===== config.mk =====
export PLATFORM = sky130hd
export DESIGN_NAME = gcd_feeder
export DESIGN_NICKNAME = d
export VERILOG_FILES = /design/src/rtl/gcd_feeder.sv
export SDC_FILE = /design/constraint.sdc
export NUM_CORES = 1
export LEC_CHECK = 0
export BUFFER_PORTS_ARGS = -buffer_cell sky130_fd_sc_hd__buf_2
export CAP_MARGIN = 10
export CORE_AREA = 2 2 174 176
export CTS_CLUSTER_DIAMETER = 30
export CTS_CLUSTER_SIZE = 40
export DETAILED_ROUTE_END_ITERATION = 7
export DIE_AREA = 0 0 176 178
export REMOVE_ABC_BUFFERS = 1
export SLEW_MARGIN = 20
export SYNTH_ARGS = -nofsm -noshare
export SYNTH_HDL_FRONTEND = slang
export SYNTH_SLANG_ARGS = --single-unit

===== constraint.sdc =====
create_clock -name clk -period 7.2 [get_ports clk]
set_input_delay 1.44 -clock clk [delete_from_list [all_inputs] [get_ports clk]]
set_output_delay 1.44 -clock clk [all_outputs]
set_load 0.02 [all_outputs]

===== src/rtl/gcd_feeder.sv =====
// Operand FIFO plus issue FSM feeding a single gcd_core and holding its result for the consumer.
// Optional feature macro: GCD_ZERO_BYPASS_EN (zero operand pairs resolved locally without the core).
module gcd_feeder #(
  parameter int DEPTH = 4
) (
  input  logic                     clk,
  input  logic                     rst_n,
  input  logic                     in_valid,
  output logic                     in_ready,
  input  logic [31:0]              in_a,
  input  logic [31:0]              in_b,
  output logic                     core_start,
  output logic [31:0]              core_a,
  output logic [31:0]              core_b,
  input  logic                     core_ready,
  input  logic                     core_done,
  input  logic [31:0]              core_r,
  output logic                     out_valid,
  input  logic                     out_ready,
  output logic [31:0]              out_r,
  output logic [$clog2(DEPTH):0]   count
);

  localparam int AW = $clog2(DEPTH);
  localparam int CW = AW + 1;

  typedef struct packed {
    logic [31:0] a;
    logic [31:0] b;
  } pair_t;

  typedef enum logic [1:0] {IDLE, ISSUE, WAIT, HOLD} state_t;

  pair_t            mem_q [DEPTH];
  logic [AW-1:0]    wr_ptr_q, rd_ptr_q;
  logic [CW-1:0]    cnt_q, cnt_d;
  state_t           state_q, state_d;
  logic [31:0]      core_a_q, core_a_d;
  logic [31:0]      core_b_q, core_b_d;
  logic [31:0]      out_r_q, out_r_d;
  logic             full, empty, push, pop;
  pair_t            head;

  assign full  = (cnt_q == CW'(DEPTH));
  assign empty = (cnt_q == '0);
  assign push  = in_valid && !full;
  assign head  = mem_q[rd_ptr_q];

  // Storage carries no reset; emptiness is defined by the pointers and count.
  always_ff @(posedge clk) begin
    if (push) mem_q[wr_ptr_q] <= '{a: in_a, b: in_b};
  end

  always_comb begin
    cnt_d = cnt_q;
    case ({push, pop})
      2'b10:   cnt_d = cnt_q + CW'(1);
      2'b01:   cnt_d = cnt_q - CW'(1);
      default: cnt_d = cnt_q;
    endcase
  end

  always_ff @(posedge clk) begin
    if (!rst_n) begin
      wr_ptr_q <= '0;
      rd_ptr_q <= '0;
      cnt_q    <= '0;
    end else begin
      if (push) wr_ptr_q <= wr_ptr_q + AW'(1);
      if (pop)  rd_ptr_q <= rd_ptr_q + AW'(1);
      cnt_q <= cnt_d;
    end
  end

  always_comb begin
    state_d  = state_q;
    pop      = 1'b0;
    core_a_d = core_a_q;
    core_b_d = core_b_q;
    out_r_d  = out_r_q;
    case (state_q)
      IDLE: begin
        if (!empty) begin
`ifdef GCD_ZERO_BYPASS_EN
          // gcd(x,0) == x, so a zero operand never needs the core
          if (head.a == '0 || head.b == '0) begin
            pop     = 1'b1;
            out_r_d = head.a | head.b;
            state_d = HOLD;
          end else
`endif
          if (core_ready) begin
            pop      = 1'b1;
            core_a_d = head.a;
            core_b_d = head.b;
            state_d  = ISSUE;
          end
        end
      end
      ISSUE: state_d = WAIT;
      WAIT: begin
        if (core_done) begin
          out_r_d = core_r;
          state_d = HOLD;
        end
      end
      HOLD: begin
        if (out_ready) state_d = IDLE;
      end
      default: state_d = IDLE;
    endcase
  end

  always_ff @(posedge clk) begin
    if (!rst_n) begin
      state_q  <= IDLE;
      core_a_q <= '0;
      core_b_q <= '0;
      out_r_q  <= '0;
    end else begin
      state_q  <= state_d;
      core_a_q <= core_a_d;
      core_b_q <= core_b_d;
      out_r_q  <= out_r_d;
    end
  end

  assign in_ready   = !full;
  assign core_start = (state_q == ISSUE);
  assign core_a     = core_a_q;
  assign core_b     = core_b_q;
  assign out_valid  = (state_q == HOLD);
  assign out_r      = out_r_q;
  assign count      = cnt_q;

endmodule


### Yosys cells after proc, flatten, opt, wreduce, memory -nomap -nowiden

Memory sizes are Yosys's and may differ from the RTL's. A register that Yosys moved wholly into a read port is not among the register bits.
Cells that the tools add are included.

* add/subtract/negate cells: 4
* multiply operators: 0
* div/mod/pow operators: 0
* order comparisons: 0
* equality and inequality tests: 10
* shifts and indexed selects: 0
* muxes and demuxes: 11
* bitwise gates (word level): 1
* reductions and logical operators: 9

Operators by type and width (number)
* $mux W2: 4
* $pmux W2 S4: 1
* $eq A2 B2 Y1 const B: 3
* $ne A2 B2 Y1 const B: 3
* $pmux W3 S2: 1
* $mux W1: 5
* $add A2 B1 Y2 const B: 2
* $eq A2 B1 Y1 const B: 2
* $reduce_and A4 Y1: 1
* $add A3 B1 Y3 const B: 1
* $eq A3 B3 Y1 const B: 1
* $logic_not A3 Y1: 1
* $reduce_and A3 Y1: 1
* $sub A3 B1 Y3 const B: 1
* $logic_not A1 Y1: 2
* $logic_not A2 Y1: 1
* $ne A2 B1 Y1 const B: 1
* $reduce_and A2 Y1: 1
* $reduce_bool A2 Y1: 1
* $logic_and A1 B1 Y1: 1
* $not A1 Y1: 1

* register bits: 41
* bits in latches: 0
* memory bits (writable): 256
* bits in read-only memories: 0
* input bits: 102
* word-level logic and storage cells: 41
* memories: 1

Memories
* mem_q: words 4, bits a word 64, rd ports 1, clocked after Yosys merged registers in 1, wr ports 1, RTL line 34 `pair_t mem_q [DEPTH];`

### Logic depth before layout (Yosys ltp)

* depth after elaboration: 5
* gate-level depth with buffers: 10
* mapped depth without buffers: 10

### Worst setup path after synthesis

Ideal clock, no wire load.

* kind: input to register
* from: in in_valid
* to: mem mem_q[0][0] (netlist name) (enable)
* data arrival time: 3.251 ns
* slack: 3.520 ns
* cell stages on the path: 2
* path buffers: 1
* path through: buf_1 -> and3_1

* word-level cells in the longest chain between the ends: 3

RTL lines
* start: declaration: RTL line 8 `input logic in_valid,`
* $logic_and A1 B1 Y1: RTL line 46 `assign push = in_valid && !full;`
* $mux W1: RTL line 51 `if (push) mem_q[wr_ptr_q] <= '{a: in_a, b: in_b};`
* $mux W1 (not written as such): RTL line 51
* end: declaration: RTL line 34

Every way passes these cells.

### Worst setup path after layout

* from: reg cnt_q[2], in the netlist count[2]
* to: out in_ready

* word-level cells in the longest chain between the ends: 2

RTL lines
* start: declaration: RTL line 36 `logic [CW-1:0] cnt_q, cnt_d;`
* start signal: assignment: RTL line 71 `cnt_q <= cnt_d;`
* $eq A3 B3 Y1: RTL line 44 `assign full = (cnt_q == CW'(DEPTH));`
* $logic_not A1 Y1: RTL line 128 `assign in_ready = !full;`
* end: declaration: RTL line 9 `output logic in_ready,`

Every way passes these cells.

==> results_dict.tcl <==
set metrics [dict create \
    clk_latency_ns 0.54 \
    cts_buffers 66 \
    maxCapViolations 0 \
    yosys_warnings 0 \
    synth.distinct_cells 33 \
    grt.overflow.total 0 \
    cts_buffer_depth 3 \
    dr_wl_met2_mm 12.6 \
    final_area_um2 16600 \
    pwr-share-seq_pct 39.0 \
    io_buffer_count 203 \
    core_um2 29400 \
    hold_violations 0 \
    cts_setup_buffers 0 \
    ant_nets 0 \
    finalSetupViolCount 0 \
    worst-endpoint-required_ns 5.76 \
    crit_fanout 10 \
    yosys.area.top_type "edfxtp_1" \
    synth_top_area_share_pct 59.0 \
    synth_edf_count 256 \
    postCtsHoldBufs 0 \
    grt_usage_pct 17.0 \
    worstSetupPathType "flop to primary output" \
    power_frac_comb_pct 15.9 \
    critPathBufInv 1 \
    async_flop_share_pct 0 \
    rows 63 \
    status "finished clean" \
    worst-slew-pin-transition_ns 1.07 \
    fp.dieArea_um2 31300 \
    synthFlopType "edfxtp_1" \
    cp_cell_sequence "or3b_1, buf_2" \
    cts-root-buf "clkbuf_16" \
    synthToLayoutAreaGrowth_pct 27.2 \
    tns_ns 0 \
    peakVddDrop_mv 0.198 \
    grt_pass1_vias 7445 \
    min_period_over_period_pct 44.4 \
    htreeDepth 3 \
    grt_pass1_wl_mm 40.5 \
    switching_share_pct 25.8 \
    p_int_w 0.00505 \
    start_util_pct 44.3 \
    pre_cts_slack_ns 4.11 \
    detail_route.first_pass.iterations 4 \
    cp_data_arrival_time_ns 1.76 \
    slew-limit-headroom_pct 29.0 \
    hp-class "flop to flop" \
    cts_tree "built" \
    drtIter0Drc 384 \
    cts_resized 0 \
    drv_slew 0 \
    avgRoutedWirePerCell_um 19.2 \
    wl_mm 26.3 \
    cts_sinks 361 \
    switchingPower_w 0.00176 \
    hold_slack_ns 0.447 \
    die_w_um 176 \
    drive_gt1_share_pct 45.5 \
    netlist_instances 688 \
    endpoint_kind "primary output" \
    post_synth_main_area_contributors "edfxtp_1 (59%), dfxtp_1 (16%), mux4_2 (11%)" \
    detail_route.vias_per_cell 5.10 \
    power_frac_clock_pct 45.1 \
    cpMaxStageDelayCell "or3b_1" \
    routed-wl-met3_mm 2.08 \
    yosys_register_bits 361 \
    clk_pin_slew_worst_paths_ns 0.05 \
    vias 6971 \
    die_y_um 178 \
    startpoint_type "flop" \
    max_freq_mhz 313 \
    crit_family "simple AND/OR/NAND/NOR gates" \
    gp_congestion 0.708 \
    setup_ws_ns 4.00 \
    rsz0062_at_grt "false" \
    io_pins 204 \
    cpPeakStageDelay_ns 0.53 \
    post-route-drc-count 0 \
    ys_seq_area_share_pct 75.2 \
    final.min_clock_period_ns 3.20 \
    top_layer_used "met5" \
    syn_avg_cell_area_um2 18.9 \
    syn-cell-area_um2 13000 \
    finalClockSkew_ns 0.0175 \
    nNetsFinal 1036 \
    total_power_w 0.00681 \
    p_leak_nw 6.12 \
    dp_hpwl_mm 14.2 \
    grt_max_degree 67 \
    p_per_area_nw_per_um2 411 \
    antenna_found_initial 3 \
    dpl_cell_area_um2 14300 \
    wl_met1_mm 11.0 \
]
==> power groups by stage <==
stage          Clock, W  Sequential [W]  Combinational, W
6_report        0.00307         0.00266           0.00108
5_1_grt         0.00323         0.00269           0.00119
4_1_cts         0.00313         0.00267           0.00111
3_5_place_dp          0         0.00270           0.00111
3_3_place_gp          0         0.00270           0.00110
2_1_floorplan         0         0.00284          0.000610
==> per-stage QoR <==
stage	cells	utilization [%]
6_report	1367	56.3
2_1_floorplan	648	-
3_3_place_gp	1245	48.6
3_5_place_dp	1245	48.6
5_1_grt	1365	56.3
4_1_cts	1365	56.3
==> placed cells by master, fill, tap and decap left out, types with 2 or more instances in the layout <==
master / Yosys / final
a21o_1: 2 / 2
a21oi_1: 37 / 37
a22o_1: 9 / 9
a22o_2: 55 / 55
and3_4: 0 / 4
buf_2: 7 / 203
buf_4: 4 / 4
bufinv_16: 0 / 7
clkbuf_1: 19 / 7
clkbuf_16: 0 / 69
clkbuf_8: 0 / 5
clkinv_1: 0 / 5
clkinv_2: 0 / 10
clkinv_4: 0 / 2
clkinv_8: 0 / 2
clkinvlp_4: 0 / 6
dfxtp_1: 105 / 103
dfxtp_4: 0 / 2
diode_2: 0 / 2
edfxtp_1: 256 / 256
ha_1: 10 / 10
inv_1: 10 / 10
inv_6: 0 / 6
mux2i_1: 2 / 2
mux4_2: 64 / 64
nand2_1: 69 / 69
nand3_1: 2 / 2
nor2_1: 4 / 4
nor2b_1: 3 / 3
o21ai_0: 3 / 3
or3_1: 2 / 2
xor2_1: 2 / 2
==> path summary, 6_finish.rpt <==
check              start         end  slack [ns]  depth (start not counted)
max             count[2]    in_ready        4.00                          2
min            out_r[25]   out_r[25]        0.45                          2
max reg2reg  rd_ptr_q[0]  core_a[30]        4.76                          3
min reg2reg    out_r[25]   out_r[25]        0.45                          2
==> routing by layer <==
metal	vias to the layer above	track usage, %
li1	3206	-
met1	3458	21.5
met2	248	27.7
met3	55	5.54
met4	4	6.13
met5	-	0
==> synth_stat cells (2+ instances only) <==
| master | count |
|---|---|
| a21o_1 | 2 |
| buf_6 | 2 |
| mux4_2 | 64 |
| a22o_1 | 9 |
| nand2_1 | 69 |
| and3_1 | 4 |
| edfxtp_1 | 256 |
| buf_2 | 7 |
| xor2_1 | 2 |
| or3_1 | 2 |
| buf_12 | 7 |
| nor2_1 | 4 |
| o21ai_0 | 3 |
| dfxtp_1 | 105 |
| a22o_2 | 55 |
| buf_4 | 4 |
| nor2b_1 | 3 |
| mux2i_1 | 2 |
| nand3_1 | 2 |
| clkbuf_1 | 19 |
| inv_1 | 10 |
| a21oi_1 | 37 |
| ha_1 | 10 |
==> registers in the layout, indices dropped and copies added, names as in the netlist <==
signal and flops:
count 3, rd_ptr_q 2, core_a 32, core_b 32, out_r 32, mem_q 256, wr_ptr_q 2, state_q 2
==> tightest hold or removal path: cells and delay by family, from the launching register on <==
| kind | cells | cell delay [ns] |
|---|---|---|
| flip-flops | 1 | 0.30 |
| AND/OR/NAND/NOR | 1 | 0.05 |
| AO/OA/AOI/OAI | 1 | 0.05 |
==> area by class of cell <==
cell class | instances | area (um^2)
diodes | 2 | 5.00
clock buffers | 81 | 1820
clock inverters | 39 | 447
fillers | 2281 | 12800
inverters | 10 | 37.5
multi-input cells | 277 | 2920
flip-flops and latches | 361 | 9800
well taps | 390 | 488
repair buffers | 207 | 1050
==> logic make-up after synthesis <==
logic type	count (synthesis)	synth area share, %
fa+ha+maj	11	1.11
simple gates	89	2.88
compound gates	108	6.80
flops	361	75.2
xor+xnor	3	0.202
mux	66	11.2
buf+inv	50	2.61
No activity file was read; power rests on OpenSTA's default activity.
